## src/rtl/serial_link_cfg_responder_if.sv

```systemverilog
// rtl/serial_link_cfg_responder_if.sv - RegBus request/response bundle for the link config port.
interface serial_link_cfg_responder_if #(
  parameter int unsigned AddrWidth = 32
);
  logic                 valid;
  logic                 write;
  logic [AddrWidth-1:0] addr;
  logic [31:0]          wdata;
  logic [3:0]           wstrb;
  logic                 ready;
  logic [31:0]          rdata;
  logic                 error;

  modport master (
    output valid, write, addr, wdata, wstrb,
    input  ready, rdata, error
  );

  modport slave (
    input  valid, write, addr, wdata, wstrb,
    output ready, rdata, error
  );
endinterface

```

## src/rtl/serial_link_cfg_responder.sv

```systemverilog
// rtl/serial_link_cfg_responder.sv - Serial link configuration register responder.
// Holds CTRL/TX_CFG/RX_CFG, synchronizes isolation status and watches for stalled isolation handshakes.
module serial_link_cfg_responder #(
  parameter int unsigned AddrWidth  = 32,
  parameter int unsigned SyncStages = 2,
  parameter int unsigned IsoTimeout = 1024
) (
  input  logic                          clk_1,
  input  logic                          rst_1_n,
  serial_link_cfg_responder_if.slave    cfg,
  output logic                          clk_ena_o,
  output logic                          link_rst_no,
  output logic                          axi_in_isolate_o,
  output logic                          axi_out_isolate_o,
  input  logic                          axi_in_isolated_i,
  input  logic                          axi_out_isolated_i,
  output logic                          tx_bypass_o,
  output logic                          tx_auto_flush_o,
  output logic                          rx_bypass_o,
  output logic                          rx_auto_flush_o,
  output logic                          rx_sync_en_o
);

  localparam int unsigned CntW = (IsoTimeout > 2) ? $clog2(IsoTimeout) : 1;
  localparam logic [CntW-1:0] CntMax = CntW'(IsoTimeout - 1);

  localparam logic [31:0] CtrlMask  = 32'h0000_0303;
  localparam logic [31:0] CtrlReset = 32'h0000_0300;
  localparam logic [31:0] TxMask    = 32'h0000_0003;
  localparam logic [31:0] RxMask    = 32'h0000_0007;

  typedef enum logic {IDLE, RESP} state_e;

  state_e              state_q, state_d;
  logic [31:0]         ctrl_q, ctrl_d;
  logic [31:0]         tx_q, tx_d;
  logic [31:0]         rx_q, rx_d;
  logic                ready_q, ready_d;
  logic                error_q, error_d;
  logic [31:0]         rdata_q, rdata_d;
  logic [SyncStages-1:0] in_sync_q, out_sync_q;
  logic [CntW-1:0]     cnt_q, cnt_d;
  logic                sticky_q, sticky_d;

  logic                in_synced, out_synced;
  logic                addr_hi_err;
  logic [1:0]          sel;
  logic                ctrl_wr;
  logic                mismatch;
  logic [31:0]         rd_mux;
  logic                unused_addr_lsb;

  function automatic logic [31:0] apply_strb(input logic [31:0] old_val,
                                             input logic [31:0] new_val,
                                             input logic [3:0]  strb);
    logic [31:0] res;
    res = old_val;
    for (int b = 0; b < 4; b++) begin
      if (strb[b]) res[b*8 +: 8] = new_val[b*8 +: 8];
    end
    return res;
  endfunction

  assign in_synced       = in_sync_q[SyncStages-1];
  assign out_synced      = out_sync_q[SyncStages-1];
  assign addr_hi_err     = |cfg.addr[AddrWidth-1:4];
  assign sel             = cfg.addr[3:2];
  assign unused_addr_lsb = ^cfg.addr[1:0];
  assign mismatch        = ({out_synced, in_synced} != ctrl_q[9:8]);

  always_comb begin
    rd_mux = 32'h0;
    case (sel)
      2'd0: rd_mux = ctrl_q;
      2'd1: rd_mux = {23'h0, sticky_q, 6'h0, out_synced, in_synced};
      2'd2: rd_mux = tx_q;
      2'd3: rd_mux = rx_q;
      default: rd_mux = 32'h0;
    endcase
  end

  always_comb begin
    state_d = state_q;
    ctrl_d  = ctrl_q;
    tx_d    = tx_q;
    rx_d    = rx_q;
    ready_d = 1'b0;
    error_d = 1'b0;
    rdata_d = 32'h0;
    ctrl_wr = 1'b0;
    case (state_q)
      IDLE: begin
        if (cfg.valid) begin
          state_d = RESP;
          ready_d = 1'b1;
          if (addr_hi_err || (cfg.write && sel == 2'd1)) begin
            error_d = 1'b1;
          end else if (cfg.write) begin
            case (sel)
              2'd0: begin
                ctrl_d  = apply_strb(ctrl_q, cfg.wdata, cfg.wstrb) & CtrlMask;
                ctrl_wr = 1'b1;
              end
              2'd2: tx_d = apply_strb(tx_q, cfg.wdata, cfg.wstrb) & TxMask;
              2'd3: rx_d = apply_strb(rx_q, cfg.wdata, cfg.wstrb) & RxMask;
              default: ;
            endcase
          end else begin
            rdata_d = rd_mux;
          end
        end
      end
      RESP: state_d = IDLE;
      default: state_d = IDLE;
    endcase
  end

  // A CTRL write (even fully strobe-masked) restarts the watchdog and wins over a same-edge timeout.
  always_comb begin
    cnt_d    = cnt_q;
    sticky_d = sticky_q;
    if (ctrl_wr) begin
      cnt_d    = '0;
      sticky_d = 1'b0;
    end else if (!mismatch) begin
      cnt_d = '0;
    end else if (cnt_q != CntMax) begin
      cnt_d = cnt_q + CntW'(1);
      if (cnt_d == CntMax) sticky_d = 1'b1;
    end
  end

  always_ff @(posedge clk_1 or posedge rst_1_n) begin
    if (rst_1_n) begin
      state_q    <= IDLE;
      ctrl_q     <= CtrlReset;
      tx_q       <= 32'h0;
      rx_q       <= 32'h0;
      ready_q    <= 1'b0;
      error_q    <= 1'b0;
      rdata_q    <= 32'h0;
      in_sync_q  <= '0;
      out_sync_q <= '0;
      cnt_q      <= '0;
      sticky_q   <= 1'b0;
    end else begin
      state_q    <= state_d;
      ctrl_q     <= ctrl_d;
      tx_q       <= tx_d;
      rx_q       <= rx_d;
      ready_q    <= ready_d;
      error_q    <= error_d;
      rdata_q    <= rdata_d;
      in_sync_q  <= {in_sync_q[SyncStages-2:0], axi_in_isolated_i};
      out_sync_q <= {out_sync_q[SyncStages-2:0], axi_out_isolated_i};
      cnt_q      <= cnt_d;
      sticky_q   <= sticky_d;
    end
  end

  assign cfg.ready         = ready_q;
  assign cfg.error         = error_q;
  assign cfg.rdata         = rdata_q;
  assign clk_ena_o         = ctrl_q[0];
  assign link_rst_no       = ctrl_q[1];
  assign axi_in_isolate_o  = ctrl_q[8];
  assign axi_out_isolate_o = ctrl_q[9];
  assign tx_bypass_o       = tx_q[0];
  assign tx_auto_flush_o   = tx_q[1];
  assign rx_bypass_o       = rx_q[0];
  assign rx_auto_flush_o   = rx_q[1];
  assign rx_sync_en_o      = rx_q[2];

endmodule
```

## src/flat_wrapper.sv

```systemverilog
// flat-port wrapper written by rule: the top's interface ports become plain ports
module serial_link_cfg_responder_flat 
#(
  parameter int unsigned AddrWidth  = 32,
  parameter int unsigned SyncStages = 2,
  parameter int unsigned IsoTimeout = 1024
)
  (clk_1, rst_1_n, clk_ena_o, link_rst_no, axi_in_isolate_o, axi_out_isolate_o, axi_in_isolated_i, axi_out_isolated_i, tx_bypass_o, tx_auto_flush_o, rx_bypass_o, rx_auto_flush_o, rx_sync_en_o, cfg_valid, cfg_write, cfg_addr, cfg_wdata, cfg_wstrb, cfg_ready, cfg_rdata, cfg_error);
  serial_link_cfg_responder_if #(.AddrWidth(AddrWidth)) cfg_i ();
  input  logic clk_1;
  input  logic rst_1_n;
  output logic clk_ena_o;
  output logic link_rst_no;
  output logic axi_in_isolate_o;
  output logic axi_out_isolate_o;
  input  logic axi_in_isolated_i;
  input  logic axi_out_isolated_i;
  output logic tx_bypass_o;
  output logic tx_auto_flush_o;
  output logic rx_bypass_o;
  output logic rx_auto_flush_o;
  output logic rx_sync_en_o;
  input wire logic [$bits(cfg_i.valid)-1:0] cfg_valid;
  input wire logic [$bits(cfg_i.write)-1:0] cfg_write;
  input wire logic [$bits(cfg_i.addr)-1:0] cfg_addr;
  input wire logic [$bits(cfg_i.wdata)-1:0] cfg_wdata;
  input wire logic [$bits(cfg_i.wstrb)-1:0] cfg_wstrb;
  output wire logic [$bits(cfg_i.ready)-1:0] cfg_ready;
  output wire logic [$bits(cfg_i.rdata)-1:0] cfg_rdata;
  output wire logic [$bits(cfg_i.error)-1:0] cfg_error;
  assign cfg_i.valid = cfg_valid;
  assign cfg_i.write = cfg_write;
  assign cfg_i.addr = cfg_addr;
  assign cfg_i.wdata = cfg_wdata;
  assign cfg_i.wstrb = cfg_wstrb;
  assign cfg_ready = cfg_i.ready;
  assign cfg_rdata = cfg_i.rdata;
  assign cfg_error = cfg_i.error;
  serial_link_cfg_responder #(.AddrWidth(AddrWidth), .SyncStages(SyncStages), .IsoTimeout(IsoTimeout)) u_core (.clk_1(clk_1), .rst_1_n(rst_1_n), .cfg(cfg_i), .clk_ena_o(clk_ena_o), .link_rst_no(link_rst_no), .axi_in_isolate_o(axi_in_isolate_o), .axi_out_isolate_o(axi_out_isolate_o), .axi_in_isolated_i(axi_in_isolated_i), .axi_out_isolated_i(axi_out_isolated_i), .tx_bypass_o(tx_bypass_o), .tx_auto_flush_o(tx_auto_flush_o), .rx_bypass_o(rx_bypass_o), .rx_auto_flush_o(rx_auto_flush_o), .rx_sync_en_o(rx_sync_en_o));
endmodule
```

## config.mk

```make
export PLATFORM = sky130hd
export DESIGN_NAME = serial_link_cfg_responder_flat
export DESIGN_NICKNAME = d
export VERILOG_FILES = /design/src/rtl/serial_link_cfg_responder_if.sv /design/src/rtl/serial_link_cfg_responder.sv /design/src/flat_wrapper.sv
export SDC_FILE = /design/constraint.sdc
export NUM_CORES = 1
export LEC_CHECK = 0
export CAP_MARGIN = 20
export CELL_PAD_IN_SITES_DETAIL_PLACEMENT = 1
export CELL_PAD_IN_SITES_GLOBAL_PLACEMENT = 2
export CORE_UTILIZATION = 21
export DETAILED_ROUTE_END_ITERATION = 16
export PLACE_DENSITY = 0.9
export RECOVER_POWER = 100
export SYNTH_ARGS = -nofsm -noshare
export SYNTH_HDL_FRONTEND = slang
export SYNTH_SLANG_ARGS = --single-unit
```

## constraint.sdc

```tcl
create_clock -name clk_1 -period 4.25 [get_ports clk_1]
set_input_delay 0.85 -clock clk_1 [delete_from_list [all_inputs] [get_ports clk_1]]
set_output_delay 0.85 -clock clk_1 [all_outputs]
set_load 0.02 [all_outputs]
```

Word-level counts from Yosys, hierarchy flattened
Cells that the tools add are included.
{ "word_totals": {"register_bits": 59, "out_inout_bits": 43, "elab_cells": 57} }
{ "classes": {"addsub": 1, "eq_ne": 7, "mux": 23, "n_bitwise": 2, "n_reduce_logical": 12} }
{ "op_table": {"columns": ["cell", "n"], "rows": [
  ["32-bit 2-to-1 mux", 4],
  ["32-bit one-hot mux with 4 select lines", 1],
  ["10-bit 2-to-1 mux", 3],
  ["28-bit OR reduction", 1],
  ["6-bit AND reduction", 4],
  ["1-bit 2-to-1 mux", 14],
  ["10-bit by 1-bit adder with 10-bit output (second input constant)", 1],
  ["10-bit equality test (second input constant)", 1],
  ["10-bit inequality test (second input constant)", 1],
  ["2-bit nonzero test", 3],
  ["2-bit equality test (second input constant)", 2],
  ["3-bit by 2-bit inequality test with 1-bit output (second input constant)", 1],
  ["3-bit AND reduction", 1],
  ["2-bit by 1-bit equality test with 1-bit output (second input constant)", 1],
  ["2-bit logical NOT", 1],
  ["2-bit inequality test", 1],
  ["1-bit inverter", 2],
  ["1-bit one-hot mux with 2 select lines", 1],
  ["1-bit logical AND", 1],
  ["1-bit logical OR", 1]
]} }

Logic depth before layout (Yosys ltp)
{ "depth": {"ltp_word": 8, "depth_mapped": 7} }

Least setup slack after synthesis
Ideal clock, no wire load.
{ "synth_path": {"path_type": "input -> register", "from": "in cfg_addr[14]", "to": "reg u_core.rx_q[0]", "setup_time_ps": 125, "t_arrival_ps": 2148, "required_time_ps": 4125, "slack_ps": 1977, "cell_stages": 5, "cell_sequence": "nor4_1 > nand4_1 > nor4_4 > nand4_1 > mux2_2"} }
{ "synth_via": {"elab_chain_cells": 4} }
{ "synth_lines": {"columns": ["element", "line", "rtl"], "rows": [
  ["from (decl)", "flat_wrapper.sv:25", "input wire logic [$bits(cfg_i.addr)-1:0] cfg_addr;"],
  ["28-bit OR reduction", "serial_link_cfg_responder.sv:66", "assign addr_hi_err = |cfg.addr[AddrWidth-1:4];"],
  ["1-bit logical OR", "serial_link_cfg_responder.sv:96", "if (addr_hi_err || (cfg.write && sel == 2'd1)) begin"],
  ["1-bit inverter (no line)", null, null],
  ["6-bit AND reduction (no line)", null, null],
  ["to (signal assigned)", "serial_link_cfg_responder.sv:150", "rx_q <= rx_d;"],
  ["to (decl)", "serial_link_cfg_responder.sv:37", "logic [31:0] rx_q, rx_d;"]
]} }
Every way passes these cells.
A chain may end at the register's enable or synchronous reset.

Worst setup path after layout
{ "layout_path": {"from": "in cfg_addr[3]", "to": "reg u_core.rx_q[0]"} }
{ "layout_via": {"elab_chain_cells": 5} }
{ "layout_lines": {"columns": ["element", "line"], "rows": [
  ["2-bit by 1-bit equality test with 1-bit output", "serial_link_cfg_responder.sv:96"],
  ["1-bit logical AND", "serial_link_cfg_responder.sv:96"],
  ["1-bit logical OR", "serial_link_cfg_responder.sv:96"],
  ["1-bit inverter (no line)", null],
  ["6-bit AND reduction (no line) (*)", null]
]} }
Every way passes the cells marked *; elsewhere a longest branch is shown, timed or not.

==> results.md <==
* run status: complete, but fails checks
* failing checks: max-capacitance violations, max-slew violations
* number of cells on the worst reg-to-reg path: 4
* post-placement cell count: 320
* diodes inserted: 0
* post-CTS setup repair buffer count: 0
* FFs w/ async S/R, synth: 1.00
* Cell variety after synth: 42
* Main synth FF type: dfrtp_1
* start point of the critical path: cfg_addr[3]
* leading cell types in the layout, fill and taps excluded: clkdlybuf4s50_1, dfrtp_1, conb_1
* final count of hold timing violations: 0
* post-detailed-route wirelength per cell: 12.2 µm
* total overflow reported by the global router: 0
* Top-Level Pins: 117
* area delta synth->final: 41.0%
* CP required: 4.42 ns
* most frequent cell on the critical path: nand4_1
* type of the worst min-delay path: reg2reg
* area of the die: 8550 µm²
* CP max stage cell: nor4_1
* DR vias/cell: 4.16
* gr usage total: 0.0985
* Vert. Die Dim: 92.5 µm
* cell taking the most area after synthesis: dfrtp_1
* total leakage power: 1.05 nW
* multi-input combinational cell area: 787 µm²
* Net count, final: 301
* maximum number of pins on one net before global-route repair: 32
* count of TritonRoute iterations in the first routing pass: 4
* Final Skew: 0.00646 ns
* synthesized area per cell: 10.5 µm²
* data arrival time at the worst-slack endpoint: 3.42 ns
* CP Max Fanout: 8
* Initial DRC Count: 48
* number of sinks driven by the clock tree: 31
* setup repair after global routing missed its margin: false
* Post-Route Setup TNS: 0 ns
* total of buffers placed on input and output ports: 58
* portion of synthesized cell area occupied by the leading cell type: 0.422
* peak ir drop on the vdd network: 208 µV
* vias: 1366
* Highest Clock Rate: 0.308 GHz
* number of placement rows: 32
* Std-Cell Core Area: 7810 µm²
* slowest cell delay on critical path: 0.82 ns
* count of hold-fix buffers inserted at cts: 0
* fill cell count: 903
* post-detailed-route count of antenna-violating nets: 0
* leading cell types by total area after synthesis: dfrtp_1, buf_4, mux2_2, dfstp_2, mux4_2
* cell area after technology mapping: 1720 µm²
* starting density of the core: 0.220
* count of flip-flops with a built-in enable after synthesis: 0
* register bit total from synthesis: 31
* startpoint-to-endpoint class of the critical path: in2reg
* count of unresolved DRC violations after routing: 0
* H-tree levels: 2
* share of the yosys chip area belonging to registers: 0.453
* most frequent standard cell in the layout excluding fill and tap cells: clkdlybuf4s50_1
* clock tree from TritonCTS: done
* latest clock arrival within the worst-skew pair: 0.28 ns
* x dimension of the die: 92.5 µm
* total length of routed wires: 4.00 mm
* via count of the first global-routing pass: 1375
* post-detailed-placement half-perimeter wirelength: 3.24 mm
* synthesized instance count: 164
* time the final worst path needs with I/O delays and setup: 3.25 ns
* Sequential Area: 778 µm²
* Worst Hold Depth: 0
* startpoint of the most critical register-to-register path: u_core.cfg.ready
* crit path cell chain: dlygate4sd3_1 > nand3b_1 > nand4_1 > nor4_1 > nand4_1 > mux2_2
* clock root buffer: clkbuf_8
* antenna violations before repair: 0
* startpoint of the worst hold path: u_core.out_sync_q[0]
* global-route wire length before repair: 6.55 mm
* worst-margin pin slew: 1.63 ns
* clock slew at the register clock pins of the worst setup and hold paths: 0.07 ns
* worst-case clock buffer depth: 2
* layout cell share with drive strength beyond 1: 0.0929
* maximum capacitance violations: 1
* setup violators final: 0
* power density of the placed cells: 331 nW/µm²
* Tcrit/Tclk final: 0.765
* post_cts resized: 0
* Num CTS Buffers: 5
* routability congestion estimate from global placement: 0.811
* number of standard cells in the final layout excluding fillers: 328
* sort of element at the start of the critical path: input pin
* relative max-transition margin: -0.0850
* Worst Setup End Kind: flop
* max-slew violation count: 32
* number of warnings reported in the yosys synthesis log: 0
cells by family after synthesis:
| group | synth area share |
|---|---|
| fa+ha+maj | 0.0146 |
| mux | 0.0910 |
| flops | 0.453 |
| buf+inv | 0.138 |
| simple gates | 0.183 |
| compound gates | 0.0830 |
| xor+xnor | 0.0357 |
| other cells | 0.00218 |
cell type report:
class / count / area share
multi-input cells: 124 / 0.325
inverters: 4 / 0.00619
repair buffers: 59 / 0.241
clock buffers: 6 / 0.0299
flip-flops and latches: 31 / 0.321
well taps: 102 / 0.0526
clock inverters: 2 / 0.0248
flip-flops by register name (all words and copies together), names as in the netlist:
name	flops
u_core.out_sync_q	2
u_core.sticky_q	1
u_core.in_sync_q	2
u_core.tx_q	2
u_core.cnt_q	10
u_core.ctrl_q	4
u_core.rx_q	3
u_core.cfg.ready	1
u_core.cfg.error	1
u_core.cfg.rdata	5
per-stage QoR:
step / instance area (µm²) / utilization / worst slack [ns] / hold WS, ns / total power, W
2_1_floorplan: 1820 / - / 1.98 / 0.331 / 0.000426
3_3_place_gp: 2310 / 0.296 / 1.19 / 0.332 / 0.000463
3_5_place_dp: 2310 / 0.296 / 1.19 / 0.346 / 0.000467
4_1_cts: 2440 / 0.313 / 1.50 / 0.362 / 0.000815
5_1_grt: 2420 / 0.311 / 0.844 / 0.363 / 0.000846
6_report: 2420 / 0.311 / 1.00 / 0.358 / 0.000802
metal layers:
metal  global-route usage  vias to the layer above  routed length (µm)
met5                    0                        -                   0
met4               0.0391                        0                  68
met3               0.0353                        6                 170
met2                0.160                       38                2030
met1                0.118                      664                1730
li1                     -                      658                   -
power by group:
part	switching, W	internal, W	total [W]
combinational	0.0000634	0.0000608	0.000124
clock	0.000108	0.000234	0.000342
sequential	0.0000232	0.000312	0.000335
total	0.000195	0.000607	0.000802
critical path, delay by kind of cell:
family | cells | cell delay, ns
buffers and inverters | 1 | 0.74
and+or+nand+nor | 4 | 1.47
muxes | 1 | 0.36
worst paths after layout:
kind / endpoint / slack, ns
setup / recovery: u_core.rx_q[0] / 1.00
setup reg to reg: u_core.rx_q[0] / 2.14
hold reg to reg: u_core.out_sync_q[1] / 0.36
max in group asynchronous: u_core.cnt_q[5] / 1.73
hold / removal: u_core.out_sync_q[1] / 0.36
min in group asynchronous: u_core.cfg.error / 1.58
Yosys cell counts, drive strengths merged, types with 3 or more instances:
master  number
nand2b       5
a21oi        5
nor2        11
nor3         3
a31oi        4
nand2        6
nor2b        4
mux2         9
nand3        6
dfrtp       29
inv          4
buf         30
xnor2        5
nand4        4
nor4         8
No activity file was read; power rests on OpenSTA's default activity.
